### config.mk
export PLATFORM = sky130hd
export DESIGN_NAME = vc_arbiter_ctrl
export DESIGN_NICKNAME = d
export VERILOG_FILES = /design/src/rtl/vc_arbiter_ctrl.sv
export SDC_FILE = /design/constraint.sdc
export NUM_CORES = 1
export LEC_CHECK = 0
export CORE_MARGIN = 2
export CORE_UTILIZATION = 33
export CTS_CLUSTER_DIAMETER = 40
export DETAILED_ROUTE_END_ITERATION = 10
export PLACE_DENSITY = 0.84
export SLEW_MARGIN = 20
export SYNTH_ARGS = -nofsm -noshare
export SYNTH_HDL_FRONTEND = slang
export SYNTH_SLANG_ARGS = --single-unit
### constraint.sdc
create_clock -name clk -period 1.2 [get_ports clk]
set_input_delay 0.24 -clock clk [delete_from_list [all_inputs] [get_ports clk]]
set_output_delay 0.24 -clock clk [all_outputs]
set_load 0.01 [all_outputs]
### src/rtl/vc_arbiter_ctrl.sv
// VC0/VC1 read scheduler: FIFO bring-up, threshold latch,
// strict-priority reads and MSB routing to destination FIFOs.
module vc_arbiter_ctrl #(
  parameter int DATA_WIDTH   = 6,
  parameter int UMBRAL_WIDTH = 4
) (
  input  logic                    clk,
  input  logic                    reset,
  input  logic                    init,
  input  logic [UMBRAL_WIDTH-1:0] umbral_vc0_in,
  input  logic [UMBRAL_WIDTH-1:0] umbral_vc1_in,
  input  logic                    empty_vc0,
  input  logic                    empty_vc1,
  input  logic [DATA_WIDTH-1:0]   data_vc0,
  input  logic [DATA_WIDTH-1:0]   data_vc1,
  input  logic                    pause_d0,
  input  logic                    pause_d1,
  output logic                    fifo_init,
  output logic [UMBRAL_WIDTH-1:0] umbral_vc0,
  output logic [UMBRAL_WIDTH-1:0] umbral_vc1,
  output logic                    rd_vc0,
  output logic                    rd_vc1,
  output logic                    wr_d0,
  output logic                    wr_d1,
  output logic [DATA_WIDTH-1:0]   data_out,
  output logic [2:0]              state,
  output logic                    idle
);

  typedef enum logic [2:0] {
    S_RESET  = 3'd0,
    S_INIT   = 3'd1,
    S_IDLE   = 3'd2,
    S_ACTIVE = 3'd3
  } state_t;

  state_t state_q, state_d;

  logic [UMBRAL_WIDTH-1:0] umbral_vc0_q, umbral_vc0_d;
  logic [UMBRAL_WIDTH-1:0] umbral_vc1_q, umbral_vc1_d;
  logic                    rd_vc0_q, rd_vc0_d;
  logic                    rd_vc1_q, rd_vc1_d;
  logic                    pend_q, pend_d;
  logic                    src_q, src_d;
  logic                    wr_d0_q, wr_d0_d;
  logic                    wr_d1_q, wr_d1_d;
  logic [DATA_WIDTH-1:0]   data_out_q, data_out_d;

  logic [DATA_WIDTH-1:0]   word;
  logic                    gate;
  logic                    in_flight;
  logic                    flush;

  always_comb begin
    state_d      = state_q;
    umbral_vc0_d = umbral_vc0_q;
    umbral_vc1_d = umbral_vc1_q;
    rd_vc0_d     = 1'b0;
    rd_vc1_d     = 1'b0;
    flush        = 1'b0;
    word         = src_q ? data_vc1 : data_vc0;
    gate         = ~pause_d0 & ~pause_d1;
    in_flight    = rd_vc0_q | rd_vc1_q | pend_q;
    pend_d       = rd_vc0_q | rd_vc1_q;
    src_d        = rd_vc1_q;

    unique case (state_q)
      S_RESET: state_d = S_INIT;
      S_INIT: begin
        umbral_vc0_d = umbral_vc0_in;
        umbral_vc1_d = umbral_vc1_in;
        if (!init) state_d = S_IDLE;
      end
      S_IDLE: begin
        if (init) begin
          state_d = S_INIT;
          flush   = 1'b1;
        end else if (!empty_vc0 || !empty_vc1) begin
          state_d = S_ACTIVE;
        end
      end
      S_ACTIVE: begin
        if (init) begin
          state_d = S_INIT;
          flush   = 1'b1;
        end else begin
          // any pause stalls: the word's destination is unknown until read
          if (gate && !empty_vc0) begin
            rd_vc0_d = 1'b1;
          end else if (gate && !empty_vc1) begin
            rd_vc1_d = 1'b1;
          end
          if (empty_vc0 && empty_vc1 && !in_flight)
            state_d = S_IDLE;
        end
      end
      default: state_d = S_RESET;
    endcase

    if (flush) pend_d = 1'b0;
    wr_d0_d    = pend_q & ~flush & ~word[DATA_WIDTH-1];
    wr_d1_d    = pend_q & ~flush &  word[DATA_WIDTH-1];
    data_out_d = (pend_q && !flush) ? word : '0;
  end

  always_ff @(posedge clk or negedge reset) begin
    if (!reset) begin
      state_q      <= S_RESET;
      umbral_vc0_q <= '0;
      umbral_vc1_q <= '0;
      rd_vc0_q     <= 1'b0;
      rd_vc1_q     <= 1'b0;
      pend_q       <= 1'b0;
      src_q        <= 1'b0;
      wr_d0_q      <= 1'b0;
      wr_d1_q      <= 1'b0;
      data_out_q   <= '0;
    end else begin
      state_q      <= state_d;
      umbral_vc0_q <= umbral_vc0_d;
      umbral_vc1_q <= umbral_vc1_d;
      rd_vc0_q     <= rd_vc0_d;
      rd_vc1_q     <= rd_vc1_d;
      pend_q       <= pend_d;
      src_q        <= src_d;
      wr_d0_q      <= wr_d0_d;
      wr_d1_q      <= wr_d1_d;
      data_out_q   <= data_out_d;
    end
  end

  assign fifo_init  = (state_q == S_IDLE) | (state_q == S_ACTIVE);
  assign idle       = (state_q == S_IDLE);
  assign state      = state_q;
  assign umbral_vc0 = umbral_vc0_q;
  assign umbral_vc1 = umbral_vc1_q;
  assign rd_vc0     = rd_vc0_q;
  assign rd_vc1     = rd_vc1_q;
  assign wr_d0      = wr_d0_q;
  assign wr_d1      = wr_d1_q;
  assign data_out   = data_out_q;

endmodule
* Word level (Yosys, flattened, before mapping)
Index checks and enable logic that the tools add are counted.
** Storage, ports and cells
- Register bits :: 23
- Output and inout bits :: 23
- Logic and storage cells :: 58
** Operators by class
- Equality and inequality tests :: 6
- Reductions and logical operators :: 13
- Bitwise logic cells :: 11
- Multiplexer cells :: 18
** Operator list (number)
- 2-to-1 mux 3 bit :: 5
- 2-to-1 mux 6 bit :: 2
- case mux 3 bit (4 select lines) :: 1
- 2-to-1 mux 1 bit :: 10
- == test 3 x 2 -> 1 bit, second input constant :: 2
- logical AND 1 bit :: 5
- AND 1 bit :: 4
- zero test 1 bit :: 4
- inverter 1 bit :: 4
- == test 3 x 1 -> 1 bit, second input constant :: 1
- zero test 3 bit :: 1
- inequality test 3 x 2 -> 1 bit, second input constant :: 1
- inequality test 3 bit, second input constant :: 1
- bitwise OR 1 bit :: 3
- AND reduction 3 bit :: 1
- inequality test 2 bit, second input constant :: 1
- OR reduction 2 bit :: 1
- logical OR 1 bit :: 1

* Logic depth before layout (Yosys ltp)
- Word-level depth :: 7
- Depth in mapped cells :: 4
- Mapped depth without buffers :: 2

* Least setup slack after synthesis
No wires, ideal clock.
- Kind :: register -> register
- Start :: register rd_vc1_q, in the netlist rd_vc1
- End :: register state_q[0], in the netlist state[0]
- Cell stages (with the launch flop) :: 3
- Arrival :: 1.215 ns
- Path buffers :: 0
- Required time :: 1.061 ns
- Setup time :: 0.139 ns
- Clock period less this slack :: 1.354 ns
- Slack :: -0.154 ns
- Cell sequence :: dfrtp_1 o311a_1 or4_1
** On the way
- Cells in the longest elaborated chain, start to end :: 6
** RTL lines
- start: declaration :: RTL line 42 : logic rd_vc1_q, rd_vc1_d;
- start signal: assignment :: RTL line 123 : rd_vc1_q <= rd_vc1_d;
- bitwise OR 1 bit (2 in a row) :: RTL line 63 : in_flight = rd_vc0_q | rd_vc1_q | pend_q;
- zero test 1 bit :: RTL line 93 : if (empty_vc0 && empty_vc1 && !in_flight)
- logical AND 1 bit :: RTL line 93
- inequality test 3 bit (no source line)
- AND reduction 3 bit (no source line)
- end signal: assignment :: RTL line 119 : state_q <= state_d;
- end: declaration :: RTL line 37 : state_t state_q, state_d;
Every way passes these cells.
A chain may end at the register's enable or synchronous reset.

* Final worst setup path
Same ends and word-level chain as after synthesis.

==> reports/metrics.cfg <==
[status]
status = complete, but fails checks
violations = setup timing

[grt]
grt_start_max_net_pins = 22
grt_pass1_vias = 757
antenna_found_initial = 0
grt_remaining_overflow = 0
grt_usage_pct = 15.10
grt_pass1_wl_um = 3146

[timing]
finClkSkew_ns = 0.007835
hold_viol = 0
worst_slack_ns = -0.2149
fin_crit_ns = 1.415
timing.final.crit_share_pct = 117.9
fmax_mhz = 706.8
rsz0062_at_grt = true
drv_slew = 0
finalSetupViolations = 15

[floorplanning]
core_mm2 = 0.002455
die_area_mm2 = 0.002968
chipHeight_um = 54.48
num_rows = 18
start_util_pct = 34.25
io_pins = 50
dieWidth_um = 54.48

[critical_path]
cp-end-kind = register
rr_worst_depth = 3
timing.critical_path.from_type = register
cp_max_fo = 2
crit_arrival_ns = 1.59
path_class = reg2reg
cp.required_ns = 1.38
rrSetupSlack_ns = -0.21

[yosys]
yosys.area_share.simple_pct = 11.01
synth_fp_nets = 90
synth_top_family_by_area = multiplexers
ys_ff_latch = 21
syn_inst = 63
syn_area_um2 = 840.8
synth_xor_area_share_pct = 0
ys_warn_count = 0
avgSynthCellArea_um2 = 13.35
yosysUniqueCellTypes = 19
synth_mux_area_share_pct = 17.86
ys_seq_area_share_pct = 62.50
synth_compound_area_share_pct = 3.869
synthAdderAreaFrac_pct = 0

[place]
dp_slack_ns = -0.3793
dpl.hpwl_um = 1490
place.gp.congestion = 0.7155
io_buffer_count = 48

[flow_run]
max-cap-violations = 0

[route]
drt_iter0_markers = 6
post_drt_wl_per_cell_um = 13.90
drc = 0
via_count = 708
routed_wl_um = 2182
drtAntennaViolNets = 0
vias_per_cell = 4.510
drt-pass1-iter-count = 4

[finish]
final_net_count = 155
num_antenna_cells = 0
drive_gt1_share_pct = 44.09
areaGrowthSynthToFinish_pct = 76.04

[clocking]
cts_root_buf = clkbuf_4
tritoncts = built
clk_pin_slew_ns = 0.12
cts_buffers = 3
cts_htree_levels = 1
insertion_delay_ns = 0.30
cts_buffer_depth = 2
clock-sinks = 21
hold_buffers = 0

[power_and_ir_drop]
ir_worst_vdd_uv = 586.7
power.total_w = 0.001539
total_leakage_power_nw = 0.7106
power_density_mw_per_mm2 = 1040

[worst_hold_path]
hold_class = in2async

[routing by layer]
| metal | track usage, % | vias up | share of wire, % |
|---|---|---|---|
| met5 | 0 | - | 0 |
| met4 | 2.500 | 0 | 0 |
| met3 | 3.825 | 0 | 7.8 |
| met2 | 31.33 | 34 | 56 |
| met1 | 14.73 | 333 | 36 |
| li1 | - | 341 | - |
[final timing paths]
path | end | startpoint
max reg2reg | state[0] | rd_vc1
max | state[0] | rd_vc1
min in group clk | umbral_vc1[0] | umbral_vc1[0]
max in group asynchronous | rd_vc0 | reset
min | umbral_vc0[2] | reset
min reg2reg | umbral_vc1[0] | umbral_vc1[0]
[registers in the layout, summed over array words and instances (netlist names)]
name        flops
umbral_vc0      4
src_q           1
state           2
pend_q          1
wr_d1           1
data_out        5
rd_vc0          1
wr_d0           1
rd_vc1          1
umbral_vc1      4
[cells by family after synthesis]
logic type | after synthesis
buf+inv | 7
other cells | 1
simple gates | 16
flops | 21
mux | 14
compound gates | 4
[critical path: stages (launching register included)]
cell     delay [ns]
dfrtp_1        0.41
buf_6          0.12
o311a_1        0.27
or4_1          0.50
[power by group]
part	internal, W	switching, W	leakage, nW
registers	0.000764	0.0000306	0.269
logic	0.000258	0.000152	0.424
clock network	0.000124	0.000210	0.0177
total	0.00115	0.000393	0.711
[stage by stage]
step / cells / TNS (ns) / cell area, um^2 / utilization, % / hold WS (ns)
floorplan: 63 / -0.1444 / 853.3 / - / -0.05559
global placement: 145 / -1.557 / 1414 / 57.59 / 0.4848
detailed placement: 145 / -1.978 / 1414 / 57.59 / 0.4917
CTS: 156 / -1.618 / 1530 / 62.33 / 0.2690
global route: 157 / -1.805 / 1480 / 60.30 / 0.2661
finish: 157 / -0.9117 / 1480 / 60.30 / 0.2682
[cell usage after synthesis]
| master | number | area (um^2) |
|---|---|---|
| nor3b_1 | 1 | 7.510 |
| nor2_1 | 9 | 33.78 |
| nor4b_2 | 1 | 15.01 |
| a21boi_0 | 1 | 7.510 |
| dfrtp_1 | 21 | 525.5 |
| mux2_2 | 8 | 90.09 |
| or4b_1 | 1 | 10.01 |
| nand2b_1 | 1 | 6.260 |
| buf_2 | 2 | 10.01 |
| a21oi_1 | 1 | 5.000 |
| or4_1 | 1 | 7.510 |
| nor2b_1 | 2 | 12.51 |
| buf_4 | 2 | 15.01 |
| clkbuf_1 | 2 | 7.510 |
| o311a_1 | 1 | 10.01 |
| inv_1 | 1 | 3.750 |
| conb_1 | 1 | 3.750 |
| a21bo_2 | 1 | 10.01 |
| mux2i_1 | 6 | 60.06 |
[cells in the final DEF (no fill, tap or decap)]
| cell type | synthesis | final |
|---|---|---|
| a21bo_4 | 0 | 1 |
| a21boi_0 | 1 | 1 |
| a21oi_1 | 1 | 1 |
| buf_2 | 2 | 1 |
| buf_4 | 2 | 10 |
| buf_6 | 0 | 13 |
| clkbuf_2 | 0 | 15 |
| clkbuf_4 | 0 | 3 |
| clkdlybuf4s15_1 | 0 | 1 |
| clkdlybuf4s50_1 | 0 | 26 |
| clkinv_2 | 0 | 1 |
| conb_1 | 1 | 1 |
| dfrtp_1 | 21 | 21 |
| inv_1 | 1 | 1 |
| mux2_2 | 8 | 7 |
| mux2_4 | 0 | 1 |
| mux2i_1 | 6 | 6 |
| nand2b_4 | 0 | 1 |
| nor2_1 | 9 | 9 |
| nor2b_1 | 2 | 2 |
| nor3b_2 | 0 | 1 |
| nor4b_4 | 0 | 1 |
| o311a_1 | 1 | 1 |
| or4_1 | 1 | 1 |
| or4b_4 | 0 | 1 |
[layout make-up]
cell class	instances	area (um^2)
fillers	196	974.7
repair buffers	66	571.8
flip-flops and latches	21	525.5
multi-input cells	35	314.1
well taps	30	37.54
clock buffers	3	22.52
clock inverters	1	5.005
inverters	1	3.754
[timing repair]
action / in CTS / in global routing
buffers inserted: 9 / 4
gates resized for setup: 68 / 22
pin swaps: 1 / 1
setup endpoints to repair: 33 / 32
(Power assumes the default switching activity.)
==> variant 1, RTL diff (config.mk and constraints unchanged) <==
Set the parameter `UMBRAL_WIDTH` to 3 (it was 4).
--- a/src/rtl/vc_arbiter_ctrl.sv
+++ b/src/rtl/vc_arbiter_ctrl.sv
@@ -2,7 +2,7 @@
 // strict-priority reads and MSB routing to destination FIFOs.
 module vc_arbiter_ctrl #(
   parameter int DATA_WIDTH   = 6,
-  parameter int UMBRAL_WIDTH = 4
+  parameter int UMBRAL_WIDTH = 3
 ) (
   input  logic                    clk,
   input  logic                    reset,
Ports: changed (resized umbral_vc0, umbral_vc0_in, umbral_vc1 and umbral_vc1_in); port bits go from 50 to 46. The function was not compared with the original's and may differ.
==> variant 1 against the unedited design <==
The flow still finishes with violations (negative setup slack). Setup slack better by 0.092 ns. Maximum frequency is 7.0% higher. Cell area is 9.4% lower. Sequential power is 11% lower. Power is 13% lower. Routed wire length is 20% lower. Via count is 12% lower. Count of clock-buffer cells in the layout is 1 higher. Area after synthesis is 8.6% lower. Cell count is 11% lower. Die area is 8.0% lower. Worst hold slack better by 0.0082 ns. Combinational power is 22% lower. Sequential cell count is 2 lower. Critical endpoint unchanged. Highest routed layer unchanged.
==> variant 1: results (changes against the unedited design) <==
stage;metric;value;unit;change
drt;met3_length;142;um;was 171 um
synthesis;synthTopCellsByCount;19 x dfrtp_1, 9 x nor2_1, 6 x mux2_2, 6 x mux2i_1;;was 21 x dfrtp_1, 9 x nor2_1, 8 x mux2_2, 6 x mux2i_1
sta;fin_ws;-0.122;ns;was -0.215 ns
global_routing;grt_pass1_vias;674;;was 757
cts;postCtsSetupRepairBufs;2;;was 9
outcome;failed_checks;negative setup slack;;unchanged
place;place_ws;-0.359;ns;was -0.379 ns
place;portBuffers;44;;was 48
power;power_leakage;0.609;nW;was 0.711 nW
synthesis;syn_nets;84;;was 90
final_layout;area_growth;74.6;%;was 76.0%
final_layout;largest_register_ffs;6;;was 5
place;placed_cell_area;0.00129;mm^2;was 0.00141 mm^2
sta;finalSetupViolCount;5;;was 15
power;pwr.group.clock;305;uW;was 334 uW
synthesis;seq_area_frac_synth;61.9;%;was 62.5%
power;power_switching;316;uW;was 393 uW
global_routing;use_met2;26.4;%;was 31.3%
drt;wl_met1;630;um;was 779 um
synthesis;postSynthCellCount;59;;was 63
power;combPwrFrac;24.0;%;was 26.6%
synthesis;ys_top_cells_by_area;dfrtp_1 62%, mux2_2 8.8%, mux2i_1 7.8%;;was dfrtp_1 63%, mux2_2 11%, mux2i_1 7.1%
place;place_congestion;0.661;;was 0.716
drt;wl_per_cell;12.4;um;was 13.9 um
power;fin_total_pwr;1.33;mW;was 1.54 mW
power;peakVddDrop;754;uV;was 587 uV
critical_path;crit_arrival;1.49;ns;was 1.59 ns
synthesis;synth_compound_area_share;4.23;%;was 3.87%
sta;tns;-0.330;ns;was -0.912 ns
outcome;outcome;complete, but fails checks;;unchanged
## variant 1: worst max-delay path, cell delays in order (launching register included)
cell	delay, ns
dfrtp_1	0.39
o311a_1	0.34
or4_1	0.49
## variant 1: final cells by class
type,count,share of cell area [%]
inverters,1,0.280
multi-input cells,33,20.7
well taps,28,2.61
repair buffers,55,38.9
clock buffers,4,1.96
flip-flops and latches,19,35.5
## variant 1: final timing paths
kind	cells past startpoint	slack, ns	start	to
max in group asynchronous	2	0.70	reset	state[1]$_DFFE_PN0P_
worst min register to register	1	0.51	umbral_vc1[2]$_DFFE_PN0N_	umbral_vc1[2]$_DFFE_PN0N_
worst max register to register	2	-0.12	pend_q$_DFF_PN0_	state[0]$_DFFE_PN0P_
worst min-delay path	2	0.28	reset	rd_vc1$_DFF_PN0_
worst max-delay path	2	-0.12	pend_q$_DFF_PN0_	state[0]$_DFFE_PN0P_
min in group clk	1	0.51	umbral_vc1[2]$_DFFE_PN0N_	umbral_vc1[2]$_DFFE_PN0N_
==> variant 2, RTL diff (same flow settings) <==
Made on the original files. `data_out_q` no longer has a reset.
--- a/src/rtl/vc_arbiter_ctrl.sv
+++ b/src/rtl/vc_arbiter_ctrl.sv
@@ -114,7 +114,6 @@
       src_q        <= 1'b0;
       wr_d0_q      <= 1'b0;
       wr_d1_q      <= 1'b0;
-      data_out_q   <= '0;
     end else begin
       state_q      <= state_d;
       umbral_vc0_q <= umbral_vc0_d;
@@ -125,8 +124,11 @@
       src_q        <= src_d;
       wr_d0_q      <= wr_d0_d;
       wr_d1_q      <= wr_d1_d;
-      data_out_q   <= data_out_d;
     end
+  end
+
+  always_ff @(posedge clk) begin
+    data_out_q <= data_out_d;
   end
 
   assign fifo_init  = (state_q == S_IDLE) | (state_q == S_ACTIVE);
Check against the original RTL: differs if reset is asserted again (counterexample within 10 cycles, from zero or initial values and one cycle with reset low); with reset held inactive, the same outputs for 10 cycles.
==> variant 2 against the unedited design <==
The run still ends with negative setup slack left. Maximum frequency is 6.7% lower. Sequential cell count is 1 higher. Cell area rose by 3.2%. Power grew 6.4%. Routed wire length up 9.6%. Area after synthesis shrank 1.0%. Cell count grew 3.2%. Setup slack worse by 0.10 ns. Largest power group unchanged. Highest routed layer is now met4.
==> variant 2: results (changes against the unedited design) <==
stage;metric;value;unit;change
synthesis;seq_area_frac_synth;62.6;%;was 62.5%
drt;drtIter0Drc;11;;was 6
power;power_leakage;0.726;nW;was 0.711 nW
sta;fin_ws;-0.316;ns;was -0.215 ns
place;dp.cells;149;;was 145
global_routing;grt_usage;17.5;%;was 15.1%
critical_path;crit_arrival;1.72;ns;was 1.59 ns
drt;wl_met2;1320;um;was 1230 um
drt;vias;747;;was 708
sta;finalSetupViolCount;17;;was 15
final_layout;largest_register_ffs;6;;was 5
global_routing;grt_max_degree;17;;was 22
synthesis;ys.flop_type;dfrtp_1;;unchanged
power;power_switching;408;uW;was 393 uW
drt;wl_met1;803;um;was 779 um
outcome;failed_checks;negative setup slack;;unchanged
drt;met3_length;227;um;was 171 um
outcome;outcome;complete, but fails checks;;unchanged
final_layout;drive_gt1_share;41.7;%;was 44.1%
synthesis;synth_edf_count;0;;unchanged
synthesis;synth_cell_types;20;;was 19
global_routing;grt_pass1_wl;3480;um;was 3150 um
drt;highest_layer;met4;;was met3
synthesis;synthTopCellsByCount;16 x dfrtp_1, 10 x nor2_1, 8 x mux2_2, 6 x dfxtp_1, 6 x mux2i_1;;was 21 x dfrtp_1, 9 x nor2_1, 8 x mux2_2, 6 x mux2i_1
synthesis;async_flop_share;72.7;%;was 100%
drt;wl_per_cell;14.8;um;was 13.9 um
final_layout;layout.nets;160;;was 155
sta;finClkSkew;0.00379;ns;was 0.00783 ns
place;place_congestion;0.732;;was 0.716
place;dp_hpwl;1680;um;was 1490 um
synthesis;postSynthCellCount;64;;was 63
synthesis;ys_top_cells_by_area;dfrtp_1 48%, dfxtp_1 14%, mux2_2 11%;;was dfrtp_1 63%, mux2_2 11%, mux2i_1 7.1%
synthesis;syn_nets;91;;was 90
drt;vias_per_cell;4.61;;was 4.51
power;peakVddDrop;575;uV;was 587 uV
cts;worstSkewPairLatency;0.32;ns;was 0.30 ns
cts;clockBufferDepth;2;;unchanged
-- variant 2: cell count changes after synthesis, sizes merged --
cell and change:
dfrtp -5, nor2 +1, dfxtp +6, buf -1
-- variant 2: layer usage --
metal / GRT usage, % / up-vias
li1: - / 350
met5: 0 / -
met4: 10.8 / 0
met3: 5.74 / 4
met1: 16.4 / 353
met2: 32.3 / 40
-- variant 2: worst max-delay path, cell delays in order, from the launching register on --
cell     delay, ns
dfrtp_1       0.41
buf_4         0.14
o311a_1       0.33
or4_4         0.52
-- variant 2: logic make-up (layout without fill, tap and decap cells) --
logic type	count (synthesis)	count (layout)	synth area share, %
AO/OA/AOI/OAI	4	4	3.91
buffers and inverters	6	74	3.46
flip-flops	22	22	62.6
multiplexers	14	14	18.0
other	1	1	0.451
AND/OR/NAND/NOR	17	17	11.6
-- variant 2: through the flow --
| stage | TNS, ns | worst slack (ns) | hold slack [ns] | area [um^2] |
|---|---|---|---|---|
| CTS | -1.09 | -0.272 | 0.239 | 1540 |
| finish | -1.47 | -0.316 | 0.228 | 1530 |
| global placement | -1.86 | -0.314 | 0.486 | 1430 |
| global route | -2.14 | -0.324 | 0.243 | 1530 |
| detailed placement | -2.58 | -0.364 | 0.491 | 1430 |
| floorplan | -0.145 | -0.142 | -0.0556 | 845 |
-- variant 2: cell type report --
| class | count | area, um^2 |
|---|---|---|
| sequential | 22 | 520 |
| clock buffer | 4 | 36.3 |
| multi-input combinational | 36 | 320 |
| inverter | 1 | 3.75 |
| timing repair buffer | 69 | 609 |
| fill | 189 | 905 |
| tap | 30 | 37.5 |
-- variant 2: timing repair --
item / 4_1_cts / 5_1_grt
buffers inserted: 10 / 5
endpoints found under the setup margin: 33 / 33
pin swaps: 0 / 1
gates resized for setup: 66 / 16
-- variant 2: power by group through the flow --
stage          sequential [mW]  clock [mW]  combinational [mW]
2_1_floorplan            0.868           0               0.111
3_5_place_dp             0.842           0               0.404
3_3_place_gp             0.837           0               0.390
6_report                 0.826       0.414               0.398
4_1_cts                  0.824       0.414               0.411
5_1_grt                  0.833       0.448               0.427
-- variant 2: path summary, 6_finish.rpt --
check,start,endpoint,slack [ns],cells after the start
max,rd_vc0$_DFF_PN0_,state[0]$_DFFE_PN0P_,-0.32,3
max reg2reg,rd_vc0$_DFF_PN0_,state[0]$_DFFE_PN0P_,-0.32,3
min,reset,umbral_vc1[2]$_DFFE_PN0N_,0.23,2
max in group asynchronous,reset,src_q$_DFF_PN0_,0.79,2
min in group clk,data_vc0[0],data_out[0]$_SDFF_PN0_,0.51,3
min reg2reg,umbral_vc0[0]$_DFFE_PN0N_,umbral_vc0[0]$_DFFE_PN0N_,0.52,1
